## src/rtl/bp_me_pkg.sv

```systemverilog
// Shared types for the CCE LCE-command arbiter: FSM state encoding.
package bp_me_pkg;

  typedef enum logic [1:0] {
    e_arb_idle       = 2'd0,
    e_arb_lock_ucode = 2'd1,
    e_arb_lock_msg   = 2'd2
  } bp_cce_lce_cmd_arb_state_e;

endpackage

```

## src/rtl/bp_cce_lce_cmd_arbiter_chk.sv

```systemverilog
// Protocol checks on the two sources feeding the LCE-command arbiter.
module bp_cce_lce_cmd_arbiter_chk
  import bp_me_pkg::*;
#(
  parameter int data_width_p = 128
) (
  input logic                      clk_i,
  input logic                      reset_n_i,
  input logic                      ucode_v_i,
  input logic [data_width_p-1:0]   ucode_data_i,
  input logic                      ucode_last_i,
  input logic                      ucode_ready_and_i,
  input logic                      msg_v_i,
  input logic [data_width_p-1:0]   msg_data_i,
  input logic                      msg_last_i,
  input logic                      msg_ready_and_i,
  input bp_cce_lce_cmd_arb_state_e state_i
);

  // An offered beat must stay valid and unchanged until it is accepted
  a_ucode_hold: assert property (@(posedge clk_i) disable iff (!reset_n_i)
    (ucode_v_i && !ucode_ready_and_i) |=> (ucode_v_i && $stable({ucode_data_i, ucode_last_i})))
    else $error("ucode source changed or dropped an unaccepted beat");

  a_msg_hold: assert property (@(posedge clk_i) disable iff (!reset_n_i)
    (msg_v_i && !msg_ready_and_i) |=> (msg_v_i && $stable({msg_data_i, msg_last_i})))
    else $error("msg source changed or dropped an unaccepted beat");

  a_ucode_no_gap: assert property (@(posedge clk_i) disable iff (!reset_n_i)
    (state_i == e_arb_lock_ucode) |-> ucode_v_i)
    else $error("ucode source dropped valid mid-message");

  a_msg_no_gap: assert property (@(posedge clk_i) disable iff (!reset_n_i)
    (state_i == e_arb_lock_msg) |-> msg_v_i)
    else $error("msg source dropped valid mid-message");

endmodule

```

## src/rtl/bp_cce_sat_counter.sv

```systemverilog
// Saturating up-counter with synchronous clear (clear wins over increment).
module bp_cce_sat_counter #(
  parameter int width_p = 3,
  parameter int max_p   = 4
) (
  input  logic               clk_i,
  input  logic               reset_n_i,
  input  logic               clr_i,
  input  logic               inc_i,
  output logic [width_p-1:0] count_o
);

  localparam logic [width_p-1:0] max_lp = width_p'(max_p);

  logic [width_p-1:0] count_q, count_d;

  // Next count: clear, saturating increment, or hold
  always_comb begin
    count_d = count_q;
    if (clr_i) begin
      count_d = {width_p{1'b0}};
    end else if (inc_i && (count_q != max_lp)) begin
      count_d = count_q + width_p'(1);
    end else begin
      count_d = count_q;
    end
  end

  // Count register
  always_ff @(posedge clk_i or negedge reset_n_i) begin
    if (!reset_n_i) begin
      count_q <= {width_p{1'b0}};
    end else begin
      count_q <= count_d;
    end
  end

  assign count_o = count_q;

endmodule

```

## src/rtl/bp_cce_lce_cmd_arbiter.sv

```systemverilog
// Arbitrates the CCE->LCE command port between ucode and the msg unit with per-message locking.
// Define BP_CCE_LCE_CMD_ARB_STATS_EN to build the per-source accepted-beat counters.
module bp_cce_lce_cmd_arbiter
  import bp_me_pkg::*;
#(
  parameter int data_width_p   = 128,
  parameter int starve_limit_p = 4,
  parameter int stat_width_p   = 32
) (
  input  logic                    clk_i,
  input  logic                    reset_n_i,
  input  logic                    ucode_v_i,
  input  logic [data_width_p-1:0] ucode_data_i,
  input  logic                    ucode_last_i,
  output logic                    ucode_ready_and_o,
  input  logic                    msg_v_i,
  input  logic [data_width_p-1:0] msg_data_i,
  input  logic                    msg_last_i,
  output logic                    msg_ready_and_o,
  output logic                    lce_cmd_v_o,
  output logic [data_width_p-1:0] lce_cmd_data_o,
  output logic                    lce_cmd_last_o,
  input  logic                    lce_cmd_ready_and_i,
  output logic                    msg_lce_cmd_busy_o,
  output logic [stat_width_p-1:0] ucode_beats_o,
  output logic [stat_width_p-1:0] msg_beats_o
);

  localparam int starve_width_lp = $clog2(starve_limit_p + 1);
  localparam logic [starve_width_lp-1:0] starve_max_lp = starve_width_lp'(starve_limit_p);

  bp_cce_lce_cmd_arb_state_e   state_q, state_d;
  logic                        grant_ucode_s, grant_msg_s;
  logic                        ucode_hs_s, msg_hs_s;
  logic [starve_width_lp-1:0]  starve_cnt_s;

  // Grant selection; msg is preferred in idle unless ucode has starved
  always_comb begin
    grant_ucode_s = 1'b0;
    grant_msg_s   = 1'b0;
    case (state_q)
      e_arb_idle: begin
        if (ucode_v_i && msg_v_i) begin
          if (starve_cnt_s == starve_max_lp) begin
            grant_ucode_s = 1'b1;
          end else begin
            grant_msg_s = 1'b1;
          end
        end else if (ucode_v_i) begin
          grant_ucode_s = 1'b1;
        end else if (msg_v_i) begin
          grant_msg_s = 1'b1;
        end else begin
          grant_ucode_s = 1'b0;
          grant_msg_s   = 1'b0;
        end
      end
      e_arb_lock_ucode: grant_ucode_s = 1'b1;
      e_arb_lock_msg:   grant_msg_s   = 1'b1;
      default: begin
        grant_ucode_s = 1'b0;
        grant_msg_s   = 1'b0;
      end
    endcase
  end

  // Zero-latency grant mux; everything is forced quiet while reset is held
  always_comb begin
    lce_cmd_v_o       = 1'b0;
    lce_cmd_data_o    = {data_width_p{1'b0}};
    lce_cmd_last_o    = 1'b0;
    ucode_ready_and_o = 1'b0;
    msg_ready_and_o   = 1'b0;
    if (reset_n_i && grant_ucode_s) begin
      lce_cmd_v_o       = ucode_v_i;
      lce_cmd_data_o    = ucode_data_i;
      lce_cmd_last_o    = ucode_last_i;
      ucode_ready_and_o = lce_cmd_ready_and_i;
    end else if (reset_n_i && grant_msg_s) begin
      lce_cmd_v_o     = msg_v_i;
      lce_cmd_data_o  = msg_data_i;
      lce_cmd_last_o  = msg_last_i;
      msg_ready_and_o = lce_cmd_ready_and_i;
    end else begin
      lce_cmd_v_o = 1'b0;
    end
  end

  assign ucode_hs_s         = ucode_v_i & ucode_ready_and_o;
  assign msg_hs_s           = msg_v_i & msg_ready_and_o;
  assign msg_lce_cmd_busy_o = reset_n_i & grant_msg_s;

  // Lock on a non-last beat, release on the last beat of the owner
  always_comb begin
    state_d = state_q;
    case (state_q)
      e_arb_idle: begin
        if (ucode_hs_s && !ucode_last_i) begin
          state_d = e_arb_lock_ucode;
        end else if (msg_hs_s && !msg_last_i) begin
          state_d = e_arb_lock_msg;
        end else begin
          state_d = e_arb_idle;
        end
      end
      e_arb_lock_ucode: begin
        if (ucode_hs_s && ucode_last_i) begin
          state_d = e_arb_idle;
        end else begin
          state_d = e_arb_lock_ucode;
        end
      end
      e_arb_lock_msg: begin
        if (msg_hs_s && msg_last_i) begin
          state_d = e_arb_idle;
        end else begin
          state_d = e_arb_lock_msg;
        end
      end
      default: state_d = e_arb_idle;
    endcase
  end

  // FSM state register
  always_ff @(posedge clk_i or negedge reset_n_i) begin
    if (!reset_n_i) begin
      state_q <= e_arb_idle;
    end else begin
      state_q <= state_d;
    end
  end

  bp_cce_sat_counter #(
    .width_p (starve_width_lp),
    .max_p   (starve_limit_p)
  ) u_starve_cnt (
    .clk_i     (clk_i),
    .reset_n_i (reset_n_i),
    .clr_i     (ucode_hs_s),
    .inc_i     (ucode_v_i & ~ucode_hs_s),
    .count_o   (starve_cnt_s)
  );

`ifdef BP_CCE_LCE_CMD_ARB_STATS_EN
  logic [stat_width_p-1:0] ucode_beats_q, ucode_beats_d;
  logic [stat_width_p-1:0] msg_beats_q, msg_beats_d;

  // Wrapping accepted-beat counters
  always_comb begin
    ucode_beats_d = ucode_beats_q;
    msg_beats_d   = msg_beats_q;
    if (ucode_hs_s) begin
      ucode_beats_d = ucode_beats_q + stat_width_p'(1);
    end else begin
      ucode_beats_d = ucode_beats_q;
    end
    if (msg_hs_s) begin
      msg_beats_d = msg_beats_q + stat_width_p'(1);
    end else begin
      msg_beats_d = msg_beats_q;
    end
  end

  // Counter registers
  always_ff @(posedge clk_i or negedge reset_n_i) begin
    if (!reset_n_i) begin
      ucode_beats_q <= {stat_width_p{1'b0}};
      msg_beats_q   <= {stat_width_p{1'b0}};
    end else begin
      ucode_beats_q <= ucode_beats_d;
      msg_beats_q   <= msg_beats_d;
    end
  end

  assign ucode_beats_o = ucode_beats_q;
  assign msg_beats_o   = msg_beats_q;
`else
  assign ucode_beats_o = {stat_width_p{1'b0}};
  assign msg_beats_o   = {stat_width_p{1'b0}};
`endif

  bp_cce_lce_cmd_arbiter_chk #(
    .data_width_p (data_width_p)
  ) u_chk (
    .clk_i             (clk_i),
    .reset_n_i         (reset_n_i),
    .ucode_v_i         (ucode_v_i),
    .ucode_data_i      (ucode_data_i),
    .ucode_last_i      (ucode_last_i),
    .ucode_ready_and_i (ucode_ready_and_o),
    .msg_v_i           (msg_v_i),
    .msg_data_i        (msg_data_i),
    .msg_last_i        (msg_last_i),
    .msg_ready_and_i   (msg_ready_and_o),
    .state_i           (state_q)
  );

endmodule

```

## config.mk

```make
export PLATFORM = sky130hd
export DESIGN_NAME = bp_cce_lce_cmd_arbiter
export DESIGN_NICKNAME = d
export VERILOG_FILES = /design/src/rtl/bp_me_pkg.sv /design/src/rtl/bp_cce_lce_cmd_arbiter_chk.sv /design/src/rtl/bp_cce_sat_counter.sv /design/src/rtl/bp_cce_lce_cmd_arbiter.sv
export SDC_FILE = /design/constraint.sdc
export NUM_CORES = 1
export LEC_CHECK = 0
export BUFFER_PORTS_ARGS = -buffer_cell sky130_fd_sc_hd__buf_2
export CAP_MARGIN = 20
export CORE_AREA = 4 4 174 176
export CTS_CLUSTER_DIAMETER = 50
export DETAILED_ROUTE_END_ITERATION = 8
export DIE_AREA = 0 0 178 180
export PLACE_DENSITY_LB_ADDON = 0.05
export REMOVE_ABC_BUFFERS = 1
export SYNTH_ARGS = -nofsm -noshare
export SYNTH_HDL_FRONTEND = slang
export SYNTH_HIERARCHICAL = 1
export SYNTH_SLANG_ARGS = --single-unit
```

## constraint.sdc

```tcl
create_clock -name clk_i -period 1.8 [get_ports clk_i]
set_input_delay 0.36 -clock clk_i [delete_from_list [all_inputs] [get_ports clk_i]]
set_output_delay 0.36 -clock clk_i [all_outputs]
set_load 0.02 [all_outputs]
```

---- After elaboration in Yosys (flattened, before gate mapping) ----
Cells that the tools add are included.
cells by class
  add/sub/neg operators ................... 1
  eq/ne operators ......................... 4
  mux-type cells .......................... 25
  bitwise logic cells ..................... 5
  reduce and logical (&&, ||, !) cells .... 12
operator list
  cell                                                                    number
  128-bit 2-to-1 mux                                                      2
  1-bit 2-to-1 mux                                                        15
  1-bit logical AND                                                       8
  2-bit 2-to-1 mux                                                        3
  3-bit 2-to-1 mux                                                        2
  2-bit case mux with 3 select lines                                      1
  1-bit AND                                                               4
  1-bit case mux with 2 select lines                                      2
  3-bit by 1-bit adder with 3-bit output (second input constant)          1
  3-bit equality test (second input constant)                             1
  3-bit != test (second input constant)                                   1
  2-bit by 1-bit equality test with 1-bit output (second input constant)  1
  2-bit equality test (second input constant)                             1
  1-bit logical NOT                                                       2
  2-bit logical NOT                                                       1
  2-bit nonzero test                                                      1
  1-bit NOT                                                               1
word-level totals
  bits in registers ....................... 5
  input bits .............................. 263
  logic and storage cells ................. 49

---- Logic depth before layout (Yosys ltp) ----
Gate-level depths: netlist (run 1).
  word-level depth ........................ 12
  mapped depth ............................ 5
  gate-level depth less buffers ........... 5

---- Cells and area by module ----
Netlist (run 1), hierarchy kept.
modules (own cells, without submodules)
  module                  instances  cells an instance  area an instance (µm²)
  bp_cce_lce_cmd_arbiter  1          248                2,067.0
  bp_cce_sat_counter      1          17                 193.9

---- Worst setup path after synthesis (run 1) ----
Ideal clock, no wire load.
  path type ............................... flip-flop to output port
  from .................................... register u_starve_cnt.count_q[2], in the netlist u_starve_cnt/count_o[2]
  to ...................................... output port lce_cmd_data_o[100]
  arrival time ............................ 1.538 ns
  required time ........................... 1.440 ns
  setup slack ............................. -0.098 ns
  cell stages (with the launch flop) ...... 6
  cell sequence ........................... dfrtp_1 -> and4bb_4 -> o311a_4 -> buf_6 -> buf_6 -> a22o_1
between the ends
  cells in the longest elaborated chain, start to end .. 7
  elaborated cells on any way between the ends .. 11
  classes of those cells .................. 1 x eq/ne; 8 x mux; 2 x reduce/logical
RTL lines
  what                                RTL line                      text
  start: declaration                  bp_cce_sat_counter.sv:15      logic [width_p-1:0] count_q, count_d;
  start signal: assignment            bp_cce_sat_counter.sv:32      count_q <= {width_p{1'b0}};
  start signal: assignment            bp_cce_sat_counter.sv:34      count_q <= count_d;
  3-bit equality test (*)             bp_cce_lce_cmd_arbiter.sv:44  if (starve_cnt_s == starve_max_lp) begin
  1-bit 2-to-1 mux                    bp_cce_lce_cmd_arbiter.sv:44
  1-bit 2-to-1 mux                    bp_cce_lce_cmd_arbiter.sv:43  if (ucode_v_i && msg_v_i) begin
  1-bit case mux with 2 select lines  bp_cce_lce_cmd_arbiter.sv:41  case (state_q)
  1-bit logical AND                   bp_cce_lce_cmd_arbiter.sv:79  end else if (reset_n_i && grant_msg_s) begin
  128-bit 2-to-1 mux                  bp_cce_lce_cmd_arbiter.sv:79
  128-bit 2-to-1 mux (*)              bp_cce_lce_cmd_arbiter.sv:74  if (reset_n_i && grant_ucode_s) begin
  end: declaration                    bp_cce_lce_cmd_arbiter.sv:21  output logic [data_width_p-1:0] lce_cmd_data_o,
Every way passes the cells marked *; elsewhere a longest branch is shown, timed or not.

---- Worst setup path in the final report (run 1) ----
  from .................................... register u_starve_cnt.count_q[1], in the netlist u_starve_cnt/count_o[1]
  to ...................................... output port lce_cmd_data_o[91]
The elaborated chain is that of the path after synthesis.

==> results of run 1 <==
-- worst reg2reg max path, delay by kind of cell, from the launching register on --
family                 cells  cell delay, ps
AOI/OAI and AO/OA          3             590
buffers and inverters      1             140
DFF                        1             410
muxes                      1             310
and+or+nand+nor            1             170
-- cell usage in the layout, fill, tap and decap left out, types with 2 or more instances in the layout --
cell type,count
diode_2,5
buf_6,68
nand2_1,2
a22o_1,128
buf_16,7
conb_1,64
dfrtp_1,5
buf_12,7
buf_8,3
nor3_2,2
nor2b_1,2
nand2b_1,2
nor2_1,3
inv_1,4
buf_4,43
a21oi_1,3
clkbuf_16,7
ha_1,2
buf_2,306
-- report_power, final --
part | leakage, nW | switching [W] | internal, W | total [W]
combinational | 2.87 | 0.00235 | 0.00220 | 0.00455
sequential | 0.0604 | 0.0000342 | 0.000160 | 0.000195
clock | 0.0382 | 0.0000783 | 0.000294 | 0.000372
total | 2.97 | 0.00247 | 0.00265 | 0.00512
-- cell families after synthesis --
group	after synthesis	synth area share, %
adders and majority gates	2	1.11
DFF	5	5.53
muxes	2	1.11
and+or+nand+nor	20	5.59
other	1	0.166
buffers and inverters	96	31.7
AOI/OAI and AO/OA	139	54.8
-- worst max path at each step --
stage	depth (start not counted)	from	to	slack (ps)
finish	6	u_starve_cnt/count_o[1]	lce_cmd_data_o[91]	-450
global route	6	u_starve_cnt/count_o[1]	lce_cmd_data_o[72]	-520
CTS	6	u_starve_cnt/count_o[1]	lce_cmd_data_o[91]	-470
detailed placement	7	ucode_v_i	lce_cmd_data_o[91]	-390
global placement	7	ucode_v_i	lce_cmd_data_o[91]	-390
floorplan	3	u_starve_cnt/count_o[2]	lce_cmd_data_o[0]	-2320
-- synth_stat cells (2+ instances only) --
| cell type | instances |
|---|---|
| clkbuf_1 | 3 |
| nand2b_1 | 3 |
| a22o_1 | 129 |
| nor2b_1 | 2 |
| inv_1 | 4 |
| nor2_1 | 3 |
| dfrtp_1 | 5 |
| buf_6 | 13 |
| buf_4 | 65 |
| buf_2 | 11 |
| ha_1 | 2 |
| nor3_1 | 3 |
| nor3b_1 | 2 |
| a21oi_1 | 3 |
| nand2_1 | 2 |
-- metrics by stage --
stage               cells  hold WS (ps)  setup slack [ps]  utilization [%]  power, W
floorplan             236          64.4             -2320                -   0.00232
CTS                  1056           102              -472             18.4   0.00499
global route         1066           119              -517             19.2   0.00543
finish               1067           102              -447             19.2   0.00512
global placement     1043           349              -390             15.9   0.00397
detailed placement   1043           350              -394             15.9   0.00394
-- final cells by class --
class / count / area share [%]
Antenna cell: 5 / 0.227
Clock buffer: 4 / 1.43
Inverter: 4 / 0.273
Multi-Input combinational cell: 227 / 30.7
Sequential cell: 5 / 2.27
Tap cell: 384 / 8.74
Timing Repair Buffer: 438 / 56.3
-- state kept, by name, indices dropped and copies added, names as in the netlist --
signal and count:
state_q 2, u_starve_cnt/count_o 3
-- routing by layer --
metal / vias to the layer above / routed length (um) / GRT usage (%)
met4: 4 / 89 / 1.30
met3: 8 / 1950 / 2.90
met1: 1732 / 8010 / 13.2
li1: 1768 / - / -
met2: 210 / 11300 / 22.1
met5: - / 31 / 0
-- timing repair --
item | in CTS | in global routing
pin swaps | 7 | 4
gates cloned | 4 | 4
gates resized for setup | 145 | 31
setup endpoints to repair | 133 | 133
buffers inserted | 5 | 2
==> flow_metrics.tcl, run 1 <==
set metrics [dict create \
    track_usage_pct 11.6 \
    grt_pass1_vias 3669 \
    r2r_slack_ps 60 \
    fin_nets 944 \
    vias_per_cell 3.49 \
    path_clk_slew_ps 30 \
    drtAntennaViolNets 0 \
    cp_max_fo 28 \
    routedWlPerCell_um 20.0 \
    grt_overflow 0 \
    violations "negative setup slack" \
    maxCapViolations 0 \
    synth.largest_area_cell "a22o_1" \
    synth_area_leaders "a22o_1 (50%), buf_4 (22%), buf_6 (6.5%)" \
    end_kind "output port" \
    die-area_sq_mm 0.0320 \
    start_kind "flip-flop" \
    cts-buffers-inserted 3 \
    wirelength_um 21400 \
    globalplace.congestion 0.840 \
    worstPathRequired_ps 1440 \
    placed_cell_area_sq_mm 0.00456 \
    hold_violations 0 \
    p_leak_nw 2.97 \
    critPathTopFamily "compound AO/OA/AOI/OAI gates" \
    cp_slowest_stage_delay_ps 360 \
    io_pins 460 \
    cts_tree "yes" \
    clock_path_buffers 2 \
    cts.root.buffer_cell "clkbuf_16" \
    clock_latency_ps 230 \
    r2r_start "state_q[0]" \
    power_density_mw_per_mm2 931 \
    synth_flop_cell "dfrtp_1" \
    die_w_um 178 \
    io_buffer_count 395 \
    status "complete, but fails checks" \
    hold_path_class "in -> async" \
    fmax_ghz 0.445 \
    async_flop_share_pct 100 \
    cts_sinks 5 \
    grt_max_degree 40 \
    antenna_found_initial 8 \
    fillerInstances 3260 \
    final.period_utilization_pct 125 \
    crit_path_frequent_cell "buf_12" \
    yosysWarningCount 6 \
    initial_utilization_pct 7.90 \
    synth_top_area_share_pct 50.0 \
    path_cells "and4bb_4, o311a_4, buf_12, buf_12, a22o_4, buf_6" \
    setup_slack_ps -447 \
    core_sq_mm 0.0286 \
    yosysUniqueCellTypes 30 \
    vias 3722 \
    min_period_ps 2250 \
    drc 0 \
    h-tree-depth 1 \
    firstDrtPassIters 4 \
    dpl.hpwl_um 17900 \
    cpMaxStageDelayCell "o311a_4" \
    synth_cells 265 \
    rr_endpoint "u_starve_cnt/count_o[0]" \
    vdd_drop_max_mv 0.391 \
    final_area_sq_mm 0.00550 \
    synth_edf_count 0 \
    grt_first_pass_wirelength_um 27700 \
    critPathBufInv 3 \
    rr_worst_depth 6 \
    fp-row-count 62 \
    drive_gt1_share_pct 66.7 \
    ys_seq_elements 5 \
    drt-initial-drc-count 85 \
    critPathArrivalTime_ps 1890 \
    netlist_area_sq_mm 0.00226 \
    skew_ps 0.167 \
    yosysSeqAreaShare_pct 5.53 \
    seq_area_sq_um 125 \
    syn_to_final_growth_pct 143 \
    rsz0062_at_grt "true" \
    setup_viol 132 \
    multi_input_area_sq_mm 0.00169 \
    tns_ps -53360 \
    cts_hold_buf 0 \
    die_y_um 180 \
    final-max-slew-violation-count 0 \
    syn_avg_cell_area_sq_um 8.53 \
    path_class "reg -> out" \
]
No activity file was read; power rests on OpenSTA's default activity.
==> inputs of run 2 (changes only) <==
--- a/config.mk
+++ b/config.mk
@@ -5,12 +5,13 @@
 export SDC_FILE = /design/constraint.sdc
 export NUM_CORES = 1
 export LEC_CHECK = 0
+export ABC_AREA = 1
 export BUFFER_PORTS_ARGS = -buffer_cell sky130_fd_sc_hd__buf_2
 export CAP_MARGIN = 20
-export CORE_AREA = 4 4 174 176
+export CORE_AREA = 4 4 176 178
 export CTS_CLUSTER_DIAMETER = 50
 export DETAILED_ROUTE_END_ITERATION = 8
-export DIE_AREA = 0 0 178 180
+export DIE_AREA = 0 0 180 182
 export PLACE_DENSITY_LB_ADDON = 0.05
 export REMOVE_ABC_BUFFERS = 1
 export SYNTH_ARGS = -nofsm -noshare
==> flow_metrics.tcl, run 2 <==
set metrics [dict create \
    skew_ps 0.366 \
    dp_cells 1352 \
    power_w 0.00625 \
    vdd_drop_max_mv 0.265 \
    cts_tree "yes" \
    firstDrtPassIters 4 \
    yosysMostFrequentCell "nand2_1" \
    synth_top_area_share_pct 37.1 \
    crit_cells 11 \
    power_density_mw_per_mm2 896 \
    synth.largest_area_cell "nand2_1" \
    path_cells "nor2_2, nand2_1, nand2_2, nand2_2, nand2_4, buf_12, buf_16, buf_12, nand3_2, nand2_2, buf_6" \
    setup_viol 133 \
    grt_pass1_vias 5171 \
    hold_path_class "in -> async" \
    drt-initial-drc-count 99 \
    synth_flop_cell "dfrtp_1" \
    drive_gt1_share_pct 58.7 \
    grt_overflow 0 \
    cp_slowest_stage_delay_ps 380 \
    layoutNonFillerInstCount 1373 \
    vias_per_cell 3.59 \
    async_flop_share_pct 100 \
    cts-buffers-inserted 3 \
    final.period_utilization_pct 115 \
    track_usage_pct 11.5 \
    fp-row-count 63 \
    ys_seq_elements 5 \
    routedWlPerCell_um 15.6 \
    hold_violations 0 \
    status "complete, but fails checks" \
    end_kind "output port" \
    initial_utilization_pct 9.42 \
    largest_register_ffs 3 \
    globalplace.congestion 0.798 \
    antenna_cells 0 \
    cts_hold_buf 0 \
    setup_slack_ps -271 \
    fin_nets 1249 \
    r2r_slack_ps 160 \
    yosysWarningCount 6 \
    fmax_ghz 0.483 \
    start_kind "flip-flop" \
    clock_latency_ps 220 \
    die-area_sq_mm 0.0328 \
    yosysSeqAreaShare_pct 4.52 \
    dpl.hpwl_um 17000 \
    cts_sinks 5 \
    grt_first_pass_wirelength_um 30300 \
    yosysUniqueCellTypes 20 \
    critPathBufInv 4 \
    path_class "reg -> out" \
    cts.root.buffer_cell "clkbuf_16" \
    antenna_found_initial 0 \
    multi_input_area_sq_mm 0.00258 \
    p_leak_nw 3.91 \
    post-route-util_pct 23.7 \
    drc 0 \
    critPathArrivalTime_ps 1710 \
    clock_path_buffers 2 \
    syn_avg_cell_area_sq_um 4.96 \
    h-tree-depth 1 \
    maxCapViolations 0 \
    min_period_ps 2070 \
    setup.worst_path.end "lce_cmd_data_o[32]" \
    worstPathRequired_ps 1440 \
    cpMaxStageDelayCell "dfrtp_1" \
    io_buffer_count 395 \
    rsz0062_at_grt "true" \
    core_sq_mm 0.0294 \
    layout_commonest_cell "buf_2" \
    syn_to_final_growth_pct 152 \
    rr_endpoint "u_starve_cnt/count_o[2]" \
    synth_cells 558 \
    rr_worst_depth 12 \
    violations "negative setup slack" \
    fillerInstances 3378 \
    synth_common_cells "nand2_1 (274), nand3_1 (132), buf_4 (64)" \
    die_y_um 182 \
    die_w_um 180 \
    vias 4928 \
    critPathTopFamily "simple AND/OR/NAND/NOR gates" \
    drtAntennaViolNets 0 \
    final-max-slew-violation-count 0 \
    cp_max_fo 7 \
    io_pins 460 \
    grt_max_degree 36 \
    crit_path_frequent_cell "nand2_2" \
    r2r_start "u_starve_cnt/count_o[1]" \
    tns_ps -27320 \
    wirelength_um 21500 \
    synth_edf_count 0 \
    startpoint "u_starve_cnt/count_o[1]" \
    synth_area_leaders "nand2_1 (37%), nand3_1 (24%), buf_4 (17%)" \
    final_cell_mix "buf_2 (275), nand2_1 (232), buf_6 (90)" \
    path_clk_slew_ps 30 \
    seq_area_sq_um 125 \
    netlist_area_sq_mm 0.00277 \
]
run 2: cell families (layout without fill, tap and decap cells):
logic type,Yosys count,in the layout,share of synthesized area (%)
AOI/OAI and AO/OA,7,7,1.40
adders and majority gates,2,2,0.904
buffers and inverters,122,484,29.3
DFF,5,5,4.52
other,1,64,0.135
and+or+nand+nor,421,421,63.7
run 2: layout make-up:
cell class / count / share of cell area (%)
repair inverters: 2 / 0.251
multi-input cells: 494 / 37.0
flip-flops and latches: 5 / 1.79
inverters: 16 / 1.04
clock buffers: 4 / 1.13
repair buffers: 462 / 51.8
well taps: 390 / 6.99
run 2: worst reg2reg max path, delay by kind of cell (launching register included):
family / cells / cell delay (ps)
and+or+nand+nor: 6 / 530
buffers and inverters: 3 / 290
DFF: 1 / 380
AOI/OAI and AO/OA: 3 / 340
run 2: layer usage:
metal | up-vias | wire length [um] | share of wire [%] | global-route usage [%]
met5 | - | 0 | 0 | 0
li1 | 2499 | - | - | -
met4 | 0 | 60 | 0.28 | 0.914
met3 | 6 | 1500 | 7.0 | 2.72
met2 | 231 | 11900 | 55 | 23.4
met1 | 2192 | 8000 | 37 | 12.3
run 2: how the worst min path moves through the flow:
stage | end | slack [ps] | cells past startpoint
3_3_place_gp | state_q[0] | 270 | 2
5_1_grt | u_starve_cnt/count_o[0] | 50 | 2
4_1_cts | u_starve_cnt/count_o[2] | 30 | 2
6_report | u_starve_cnt/count_o[2] | 30 | 2
3_5_place_dp | u_starve_cnt/count_o[2] | 270 | 2
2_1_floorplan | state_q[0] | 60 | 0
run 2: power by group:
part / switching [W] / total, W / internal (W) / leakage, nW
combinational: 0.00311 / 0.00570 / 0.00260 / 3.82
sequential: 0.0000333 / 0.000191 / 0.000158 / 0.0599
clock: 0.0000685 / 0.000362 / 0.000293 / 0.0382
total: 0.00321 / 0.00625 / 0.00305 / 3.91
run 2: what timing repair did:
action | CTS | global route
endpoints found under the setup margin | 132 | 136
pin swaps | 15 | 22
setup buffers | 4 | 1
cloned | 3 | 9
gates resized for setup | 237 | 117
run 2: through the flow:
stage | setup slack [ps] | instance area [sq um] | hold slack, ps
final | -271 | 6980 | 33.6
after detailed placement | -183 | 5350 | 271
after global routing | -375 | 6980 | 45.2
after floorplan | -3880 | 2250 | 64.4
after CTS | -305 | 6310 | 31.9
after global placement | -209 | 5350 | 268
==> inputs of run 3 (changes only) <==
--- a/config.mk
+++ b/config.mk
@@ -8,10 +8,10 @@
 export ABC_AREA = 1
 export BUFFER_PORTS_ARGS = -buffer_cell sky130_fd_sc_hd__buf_2
 export CAP_MARGIN = 20
-export CORE_AREA = 4 4 176 178
+export CORE_AREA = 2 2 179 181
 export CTS_CLUSTER_DIAMETER = 50
 export DETAILED_ROUTE_END_ITERATION = 8
-export DIE_AREA = 0 0 180 182
+export DIE_AREA = 0 0 181 183
 export PLACE_DENSITY_LB_ADDON = 0.05
 export REMOVE_ABC_BUFFERS = 1
 export SYNTH_ARGS = -nofsm -noshare
==> flow_metrics.tcl, run 3 (synthesis results as in run 2) <==
set metrics [dict create \
    status "complete, but fails checks" \
    violations "negative setup slack" \
    hold_ws_ps 40.2 \
    vdd_drop_max_mv 0.242 \
    fillerInstances 3684 \
    setup_slack_ps -278 \
    cts_hold_buf 0 \
    h-tree-depth 1 \
    power_density_mw_per_mm2 908 \
    largest_register_ffs 3 \
    globalplace.congestion 0.713 \
    antenna_found_initial 4 \
    fin_nets 1236 \
    clock_path_buffers 2 \
    final_area_sq_mm 0.00620 \
    min_period_ps 2080 \
    initial_utilization_pct 8.87 \
    die_w_um 181 \
    start_kind "flip-flop" \
    path_clk_slew_ps 30 \
    grt_first_pass_wirelength_um 28800 \
    layout_commonest_cell "buf_2" \
    layoutNonFillerInstCount 1376 \
    grt_pass1_vias 5101 \
    wirelength_um 20500 \
    track_usage_pct 11.4 \
    hold_violations 0 \
    grt_max_degree 29 \
    final_cell_mix "buf_2 (311), nand2_1 (262), nand3_1 (121)" \
    die-area_sq_mm 0.0331 \
    cts_sinks 5 \
    drtAntennaViolNets 0 \
    path_class "reg -> out" \
    tns_ps -30150 \
    fmax_ghz 0.481 \
    dpl.hpwl_um 15700 \
    worstPathRequired_ps 1440 \
    firstDrtPassIters 4 \
    cts-buffers-inserted 3 \
    setup_viol 133 \
    grt_overflow 0 \
    final.period_utilization_pct 115 \
    final-max-slew-violation-count 0 \
    dp_cells 1351 \
    rsz0062_at_grt "true" \
    drive_gt1_share_pct 50.4 \
    core_sq_mm 0.0312 \
    vias_per_cell 3.55 \
    vias 4879 \
    critPathArrivalTime_ps 1720 \
    io_buffer_count 395 \
    drt-initial-drc-count 131 \
    post-route-util_pct 19.9 \
    drc 0 \
    io_pins 460 \
    cts.root.buffer_cell "clkbuf_16" \
    routedWlPerCell_um 14.9 \
    fp-row-count 65 \
    die_y_um 183 \
    clock_latency_ps 230 \
    syn_to_final_growth_pct 124 \
    skew_ps 3.94 \
    cp_max_fo 16 \
    maxCapViolations 0 \
    hold_path_class "in -> async" \
    p_leak_nw 3.76 \
    cts_tree "yes" \
    placed_cell_area_sq_mm 0.00520 \
    end_kind "output port" \
]
-- run 3: layout make-up --
class | count | area, sq um | share of cell area [%]
multi-input cells | 494 | 2220 | 35.7
inverters | 16 | 72.6 | 1.17
diodes | 4 | 10.0 | 0.161
repair buffers | 450 | 3190 | 51.4
well taps | 402 | 503 | 8.11
repair inverters | 1 | 8.76 | 0.141
flip-flops and latches | 5 | 125 | 2.02
clock buffers | 4 | 78.8 | 1.27
-- run 3: critical path, stage by stage (launching register included) --
cell and delay (ps):
dfrtp_1 350, nor2_2 50, nand2_1 80, nand2_2 70
buf_4 140, nand2_4 80, nand2_8 90, inv_12 140
buf_12 160, nand2_1 70, nand2_1 80, buf_2 170
-- run 3: where the power goes --
| group | leakage, nW | switching, W | internal, W | total, W |
|---|---|---|---|---|
| Combinational | 3.66 | 0.00289 | 0.00220 | 0.00508 |
| Clock | 0.0382 | 0.0000709 | 0.000293 | 0.000364 |
| Sequential | 0.0599 | 0.0000289 | 0.000158 | 0.000187 |
| Total | 3.76 | 0.00299 | 0.00265 | 0.00564 |
-- run 3: stage by stage --
stage,setup WS [ps],total power [W]
floorplan,-3880,0.00234
global placement,-219,0.00443
detailed placement,-154,0.00433
CTS,-328,0.00561
global route,-385,0.00611
finish,-278,0.00564
-- run 3: path summary, 6_finish.rpt --
path / startpoint / slack [ps] / to / depth (start not counted)
setup / recovery: u_starve_cnt/count_o[0] / -280 / lce_cmd_data_o[104] / 11
hold / removal: reset_n_i / 40 / u_starve_cnt/count_o[2] / 2
setup reg to reg: u_starve_cnt/count_o[0] / 90 / u_starve_cnt/count_o[0] / 12
hold reg to reg: state_q[0] / 590 / state_q[1] / 2
max in group asynchronous: reset_n_i / 1640 / state_q[0] / 2
min in group clk_i: ucode_last_i / 470 / state_q[0] / 4
-- run 3: routing by layer --
metal	routed length (um)	GRT usage, %	part of all wire (%)
met5	0	0	0
met4	374	2.76	1.8
met3	1600	2.36	7.8
met2	11500	24.1	56
met1	7010	10.9	34
-- run 3: timing repair --
item                                    CTS  global route
pin swaps                                 3             3
setup buffers                             7             1
gates cloned                              9             1
endpoints found under the setup margin  135           136
gates resized for setup                 144            45
